<file path="src/rtl/reset_sequencer.sv">
// PLL-lock driven reset sequencer: waits for a stable lock, holds downstream reset, then releases.
// Define RESET_SEQ_LOSS_CNT_EN to enable the saturating lock-loss counter on o_lock_loss_cnt.
module reset_sequencer #(
    parameter int unsigned LOCK_STABLE_CYCLES = 1024,
    parameter int unsigned RST_HOLD_CYCLES    = 16
) (
    input  logic       i_clk,
    input  logic       i_rst_n,
    input  logic       i_pll_locked,
    input  logic       i_clr_flags,
    output logic       o_rst_n,
    output logic       o_ready,
    output logic       o_lock_lost,
    output logic [7:0] o_lock_loss_cnt,
    output logic [1:0] o_state
);

    typedef enum logic [1:0] {
        StWait   = 2'd0,
        StStable = 2'd1,
        StHold   = 2'd2,
        StRun    = 2'd3
    } state_e;

    localparam logic [15:0] StableLast = 16'(LOCK_STABLE_CYCLES - 1);
    localparam logic [15:0] HoldLast   = 16'(RST_HOLD_CYCLES - 1);

    state_e      state_q, state_d;
    logic [15:0] cnt_q, cnt_d;
    logic        locked_m, locked_s;
    logic        rst_n_q, ready_q;
    logic        lost_q, lost_d;
    logic        lock_loss;

    always_ff @(posedge i_clk) begin
        if (!i_rst_n) begin
            locked_m <= 1'b0;
            locked_s <= 1'b0;
            state_q  <= StWait;
            cnt_q    <= '0;
            rst_n_q  <= 1'b0;
            ready_q  <= 1'b0;
            lost_q   <= 1'b0;
        end else begin
            locked_m <= i_pll_locked;
            locked_s <= locked_m;
            state_q  <= state_d;
            cnt_q    <= cnt_d;
            rst_n_q  <= (state_d == StRun);
            ready_q  <= (state_d == StRun);
            lost_q   <= lost_d;
        end
    end

    always_comb begin
        state_d = state_q;
        unique case (state_q)
            StWait: begin
                if (locked_s) state_d = StStable;
            end
            StStable: begin
                if (!locked_s)                state_d = StWait;
                else if (cnt_q == StableLast) state_d = StStable == StStable ? StHold : StHold;
            end
            StHold: begin
                if (!locked_s)              state_d = StWait;
                else if (cnt_q == HoldLast) state_d = StRun;
            end
            StRun: begin
                if (!locked_s) state_d = StWait;
            end
            default: state_d = StWait;
        endcase
    end

    // Counter only runs while timing a window and restarts on every state change.
    always_comb begin
        cnt_d = cnt_q + 16'd1;
        if ((state_d != state_q) || (state_q == StWait) || (state_q == StRun)) begin
            cnt_d = '0;
        end
    end

    assign lock_loss = (state_q == StRun) && !locked_s;
    // A new loss beats a coincident clear.
    assign lost_d    = lock_loss | (lost_q & ~i_clr_flags);

`ifdef RESET_SEQ_LOSS_CNT_EN
    logic [7:0] loss_cnt_q;

    always_ff @(posedge i_clk) begin
        if (!i_rst_n) begin
            loss_cnt_q <= '0;
        end else if (lock_loss) begin
            if (i_clr_flags)               loss_cnt_q <= 8'd1;
            else if (loss_cnt_q != 8'hff)  loss_cnt_q <= loss_cnt_q + 8'd1;
        end else if (i_clr_flags) begin
            loss_cnt_q <= '0;
        end
    end

    assign o_lock_loss_cnt = loss_cnt_q;
`else
    assign o_lock_loss_cnt = 8'd0;
`endif

    assign o_rst_n     = rst_n_q;
    assign o_ready     = ready_q;
    assign o_lock_lost = lost_q;
    assign o_state     = state_q;

endmodule

</file>
<file path="config.mk">
export PLATFORM = sky130hd
export DESIGN_NAME = reset_sequencer
export DESIGN_NICKNAME = d
export VERILOG_FILES = /design/src/rtl/reset_sequencer.sv
export SDC_FILE = /design/constraint.sdc
export NUM_CORES = 1
export LEC_CHECK = 0
export ABC_AREA = 1
export CAP_MARGIN = 20
export CORE_UTILIZATION = 30
export CTS_CLUSTER_DIAMETER = 150
export DETAILED_ROUTE_END_ITERATION = 8
export PLACE_DENSITY_LB_ADDON = 0.3
export SLEW_MARGIN = 15
export SYNTH_ARGS = -nofsm -noshare
export SYNTH_HDL_FRONTEND = slang
export SYNTH_SLANG_ARGS = --single-unit
</file>
<file path="constraint.sdc">
create_clock -name i_clk -period 3.2 [get_ports i_clk]
set_input_delay 0.48 -clock i_clk [delete_from_list [all_inputs] [get_ports i_clk]]
set_output_delay 0.48 -clock i_clk [all_outputs]
set_load 0.05 [all_outputs]
</file>
==> flow_metrics.tcl, run 1 <==
set metrics [dict create \
    r2r_end "cnt_q[5]" \
    critPathArrivalTime_ns 1.52 \
    final_util 0.348 \
    cp_slowest_cell "clkdlybuf4s50_1" \
    num_vias 990 \
    synth_top_family_by_area "simple AND/OR/NAND/NOR gates" \
    tightestPinTransition_ns 0.617 \
    path_class "reg -> out" \
    end_kind "primary output" \
    port_buffers 8 \
    avgSynthCellArea_um2 7.64 \
    required_ns 2.72 \
    synthXorXnorAreaFrac 0.0699 \
    reg2reg_setup_slack_ns 1.32 \
    timing.critical_path.buf_inv 1 \
    track_usage 0.115 \
    status "complete, no violations" \
    maxCapViolCount 0 \
    synthMuxAreaShare 0 \
    yosysSeqAreaShare 0.352 \
    ant_nets 0 \
    syn2layout_area_growth_pct 11.0 \
    placed_cells 218 \
    setup_viol 0 \
    numCtsBuffers 3 \
    drive_above_1_share 0.145 \
    synth.distinct_cells 26 \
    r2r_cells 8 \
    coreArea_mm2 0.00400 \
    drt_iter0_drc 31 \
    finish.net_count 178 \
    clock_path_buffers 2 \
    synthCells 164 \
    p_sw_mw 0.127 \
    placed_area_mm2 0.00134 \
    antenna_found_initial 0 \
    hold_buffers 0 \
    crit_cells 1 \
    slew_headroom 0.588 \
    nFillCells 437 \
    synth_compound_gate_area_share 0.0300 \
    internal_power_mw 0.392 \
    synth_flop_cell "dfxtp_1" \
    holdWs_ns 0.421 \
    cp_cell_sequence "clkdlybuf4s50_1" \
    power_frac_comb 0.075 \
    diodes 0 \
    hpwlAfterDp_um 1600 \
    die_w_um 66.6 \
    seqPwrFrac 0.535 \
    drt-wirelength-per-cell_um 9.81 \
    setup.worst_path.start "o_state[1]" \
    fmax_mhz 500 \
    clkTransAtPathRegs_ns 0.08 \
    cts_setup_buffers 0 \
    drc 0 \
    fin_tns_setup_ns 0 \
    post-route-min-period_ns 2.00 \
    min_path_type "reg -> reg" \
    top_level_ports 17 \
    cts.sinks 22 \
    crit_family "buffers and inverters" \
    p_leak_nw 0.528 \
    yosysTopAreaCellShare 0.352 \
    synth-edff-count 0 \
    final_hold_viol_count 0 \
    clock_latency_ns 0.26 \
    final_cell_count_no_fill 222 \
    synthSimpleGateAreaFrac 0.395 \
    grt_max_degree 17 \
    yosysTopAreaCell "dfxtp_1" \
    pwr-share-clk 0.391 \
    synthTopCellsByArea "dfxtp_1 (35%), nand2_1 (8.4%), nor3_2 (8.0%)" \
    cts_tree "yes" \
    power_density_mw_per_mm2 374 \
    final_max_slew_viol_count 0 \
    rsz0062_at_grt "false" \
    overflow 0 \
    ys_warn_count 0 \
    die_h_um 66.6 \
    stdcell_area_mm2 0.00139 \
    synth-adder-area-share 0.00999 \
    start_util 0.313 \
    dr.pass1.iters 4 \
    switching_share 0.244 \
    period_share 0.625 \
    ctsResizeCount 0 \
    grt_pass1_vias 884 \
    avgViaCountPerCell 4.46 \
    synth_seq_cells 22 \
    regToRegStartpoint "cnt_q[0]" \
    endpoint "o_state[1]" \
    rows 23 \
    skew_ns 0.00155 \
    start_kind "flop" \
    async_flop_share 0 \
    grt_pass1_wl_um 3860 \
    cp_max_fo 6 \
    syn_area_mm2 0.00125 \
    ir_drop_uv 138 \
    cp_slowest_stage_delay_ns 0.83 \
    h-tree-depth 1 \
    gp_congestion 0.761 \
    root_buffer "clkbuf_8" \
    wl_um 2180 \
    dieArea_mm2 0.00444 \
]
## placed cells by master, fill, tap and decap left out, types with 4 or more instances in the layout
master and count:
conb_1 8, clkdlybuf4s50_1 8, xor2_1 7, nor3_1 12, nor3_2 10, clkbuf_8 4, nand3_1 5, nand4_1 5
inv_1 22, dfxtp_1 22, nand2_1 28, nor2_1 21
## cell usage after synthesis (2+ instances only)
| cell type | number |
|---|---|
| nor2_1 | 21 |
| xnor2_1 | 3 |
| inv_1 | 22 |
| inv_2 | 2 |
| dfxtp_1 | 22 |
| nor3_1 | 12 |
| nand3_1 | 5 |
| nand2_2 | 3 |
| buf_4 | 10 |
| nand2_1 | 28 |
| nor3_2 | 10 |
| xor2_1 | 7 |
| a21oi_1 | 2 |
| nand4_1 | 5 |
## cell families after synthesis
| kind of cell | Yosys count |
|---|---|
| AO/OA/AOI/OAI | 5 |
| XOR/XNOR | 10 |
| adder cells (fa/ha/maj) | 1 |
| buffers and inverters | 35 |
| flip-flops | 22 |
| other | 1 |
| AND/OR/NAND/NOR | 90 |
## flip-flops by register name, indices dropped and copies added (netlist names)
register     flops
locked_s         1
o_ready          1
cnt_q           16
o_lock_lost      1
locked_m         1
o_state          2
## layout make-up
class                      count  area, um^2  area share
timing repair buffer           8        80.1      0.0576
multi-input combinational    114         662       0.476
inverter                      24        90.1      0.0648
clock buffer                   4        55.1      0.0396
sequential                    22         440       0.317
tap                           50        62.6      0.0450
## layer usage
layer | GRT usage | part of all wire
met1 | 0.157 | 0.52
met2 | 0.178 | 0.44
met3 | 0.0205 | 0.027
met4 | 0.0399 | 0.011
met5 | 0 | 0
## through the flow
step	power [mW]	setup WS (ns)
2_1_floorplan	0.324	1.51
3_3_place_gp	0.323	1.27
5_1_grt	0.542	1.13
3_5_place_dp	0.323	1.21
6_report	0.519	1.20
4_1_cts	0.526	1.18
## power groups by stage
stage	Combinational (mW)	Sequential, mW	Clock, mW
after global placement	0.0388	0.284	0
after global routing	0.0415	0.278	0.223
after detailed placement	0.0389	0.284	0
after CTS	0.0390	0.278	0.209
after floorplan	0.0377	0.286	0
final	0.0387	0.278	0.203
## worst min-delay path: cells and delay by family (launching register included)
kind	cells	cell delay, ns
flops	1	0.31
simple gates	1	0.05
buf+inv	1	0.04
## worst min-delay path by stage
stage          startpoint  endpoint  slack [ns]  cells after the start
2_1_floorplan    locked_m  locked_s        0.39                      2
3_3_place_gp     locked_m  locked_s        0.41                      2
3_5_place_dp     locked_m  locked_s        0.41                      2
4_1_cts          locked_m  locked_s        0.43                      2
5_1_grt          locked_m  locked_s        0.46                      2
6_report         locked_m  locked_s        0.42                      2
No activity file was read; power rests on OpenSTA's default activity.
==> run 2, diff against run 1 <==
==> constraint.sdc (replaced) <==
create_clock -name i_clk -period 1.92 [get_ports i_clk]
set_input_delay 0.288 -clock i_clk [delete_from_list [all_inputs] [get_ports i_clk]]
set_output_delay 0.288 -clock i_clk [all_outputs]
set_load 0.05 [all_outputs]
==> run 2 against run 1 <==
Net effect: global-route usage is 0.41 points higher; via count shrank 3.8%; critical endpoint unchanged; cell count up 0.45%; final area increased by 1.4%; sequential power increased by 67%; critical path depth unchanged; register-to-register slack lost 1.1 ns; first-iteration DRC count is 16% lower; power is 66% higher; wire length shrank 2.4%; count of clock-buffer cells in the layout stayed put; core utilization grew 0.50 points.
==> flow_metrics.tcl, run 2 (synthesized netlist as in run 1, its figures left out) <==
set metrics [dict create \
    rows 23 \
    die_h_um 66.6 \
    power_density_mw_per_mm2 611 \
    path_class "reg -> out" \
    drt-wirelength-per-cell_um 9.53 \
    end_kind "primary output" \
    gp_congestion 0.787 \
    top_level_ports 17 \
    grt_pass1_wl_um 3950 \
    post-route-min-period_ns 1.80 \
    placed_cells 219 \
    timing.critical_path.buf_inv 1 \
    antenna_found_initial 0 \
    cp_slowest_stage_delay_ns 0.84 \
    hpwlAfterDp_um 1600 \
    wl_um 2130 \
    cts_tree "yes" \
    rsz0062_at_grt "false" \
    largest_reg_flops 16 \
    top_register "cnt_q" \
    fin_tns_setup_ns 0 \
    cp_cell_sequence "clkdlybuf4s50_1" \
    cts_setup_buffers 0 \
    numCtsBuffers 3 \
    skew_ns 0.00129 \
    drive_above_1_share 0.150 \
    final_cell_count_no_fill 223 \
    port_buffers 8 \
    fin_total_pwr_mw 0.861 \
    fmax_mhz 554 \
    grt_pass1_vias 909 \
    required_ns 1.63 \
    hold_buffers 0 \
    cp_slowest_cell "clkdlybuf4s50_1" \
    avgViaCountPerCell 4.27 \
    clkTransAtPathRegs_ns 0.08 \
    drc 0 \
    maxCapViolCount 0 \
    nFillCells 411 \
    final_util 0.353 \
    diodes 0 \
    grt_max_degree 17 \
    overflow 0 \
    root_buffer "clkbuf_8" \
    setup_viol 0 \
    critPathArrivalTime_ns 1.52 \
    dr.pass1.iters 4 \
    start_util 0.313 \
    drt_iter0_drc 26 \
    start_kind "flop" \
    period_share 0.940 \
    final_max_slew_viol_count 0 \
    ir_drop_uv 338 \
    coreArea_mm2 0.00400 \
    cts.sinks 22 \
    clock_latency_ns 0.26 \
    final_hold_viol_count 0 \
    ctsResizeCount 0 \
    final_cell_mix "nand2_1 (28), inv_1 (22), dfxtp_1 (22)" \
    slew_headroom 0.613 \
    ant_nets 0 \
    fin_ws_ns 0.115 \
    tightestPinTransition_ns 0.579 \
    cp_max_fo 6 \
    status "complete, no violations" \
    p_leak_nw 0.536 \
    die_w_um 66.6 \
    crit_family "buffers and inverters" \
    min_path_type "reg -> reg" \
    track_usage 0.119 \
    h-tree-depth 1 \
    final_common_cell "nand2_1" \
    clock_path_buffers 2 \
    finish.net_count 179 \
    syn2layout_area_growth_pct 12.6 \
    dieArea_mm2 0.00444 \
    num_vias 952 \
    pre_cts_slack_ns 0.129 \
]
==> run 2: cell types whose count changed in the layout (fill, tap and decap cells not counted), sizes merged <==
| cell | change |
|---|---|
| buf | +1 |
==> run 2: report_power, final <==
part | switching, mW | internal (mW)
sequential | 0.00314 | 0.459
combinational | 0.0536 | 0.0122
clock | 0.150 | 0.183
total | 0.206 | 0.655
==> run 2: path summary, 6_finish.rpt <==
| kind | start | endpoint | slack, ns | depth (start not counted) |
|---|---|---|---|---|
| worst min-delay path | locked_m | locked_s | 0.43 | 2 |
| worst max register to register | cnt_q[0] | cnt_q[2] | 0.18 | 6 |
| worst max-delay path | o_state[1] | o_state[1] | 0.12 | 1 |
| worst min register to register | locked_m | locked_s | 0.43 | 2 |
==> run 2: stage by stage <==
stage,hold slack (ns),area (um^2)
after CTS,0.432,1410
after global placement,0.404,1360
after floorplan,0.381,1280
after global routing,0.478,1410
after detailed placement,0.415,1360
final,0.429,1410
==> run 2: final cells by class <==
cell class / instances / area (um^2) / share of cell area
clock buffers: 4 / 55.1 / 0.0390
inverters: 24 / 90.1 / 0.0639
multi-input cells: 114 / 662 / 0.469
flip-flops and latches: 22 / 440 / 0.312
well taps: 50 / 62.6 / 0.0444
repair buffers: 9 / 100 / 0.0710
==> run 2: metal layers <==
metal / wire length [um] / vias up / global-route usage / share of wire
met5: 0 / - / 0 / 0
met4: 26 / 0 / 0.0426 / 0.012
met3: 80 / 5 / 0.0411 / 0.038
met2: 931 / 19 / 0.188 / 0.44
met1: 1090 / 410 / 0.147 / 0.51
li1: - / 518 / - / -
==> run 3, diff against run 2 <==
--- a/config.mk
+++ b/config.mk
@@ -10,6 +10,7 @@
 export CORE_UTILIZATION = 30
 export CTS_CLUSTER_DIAMETER = 150
 export DETAILED_ROUTE_END_ITERATION = 8
+export HOLD_SLACK_MARGIN = 0.03
 export PLACE_DENSITY_LB_ADDON = 0.3
 export SLEW_MARGIN = 15
 export SYNTH_ARGS = -nofsm -noshare
==> results of run 3 <==
No change in the layout: final DEF, timing and power equal those of run 2.
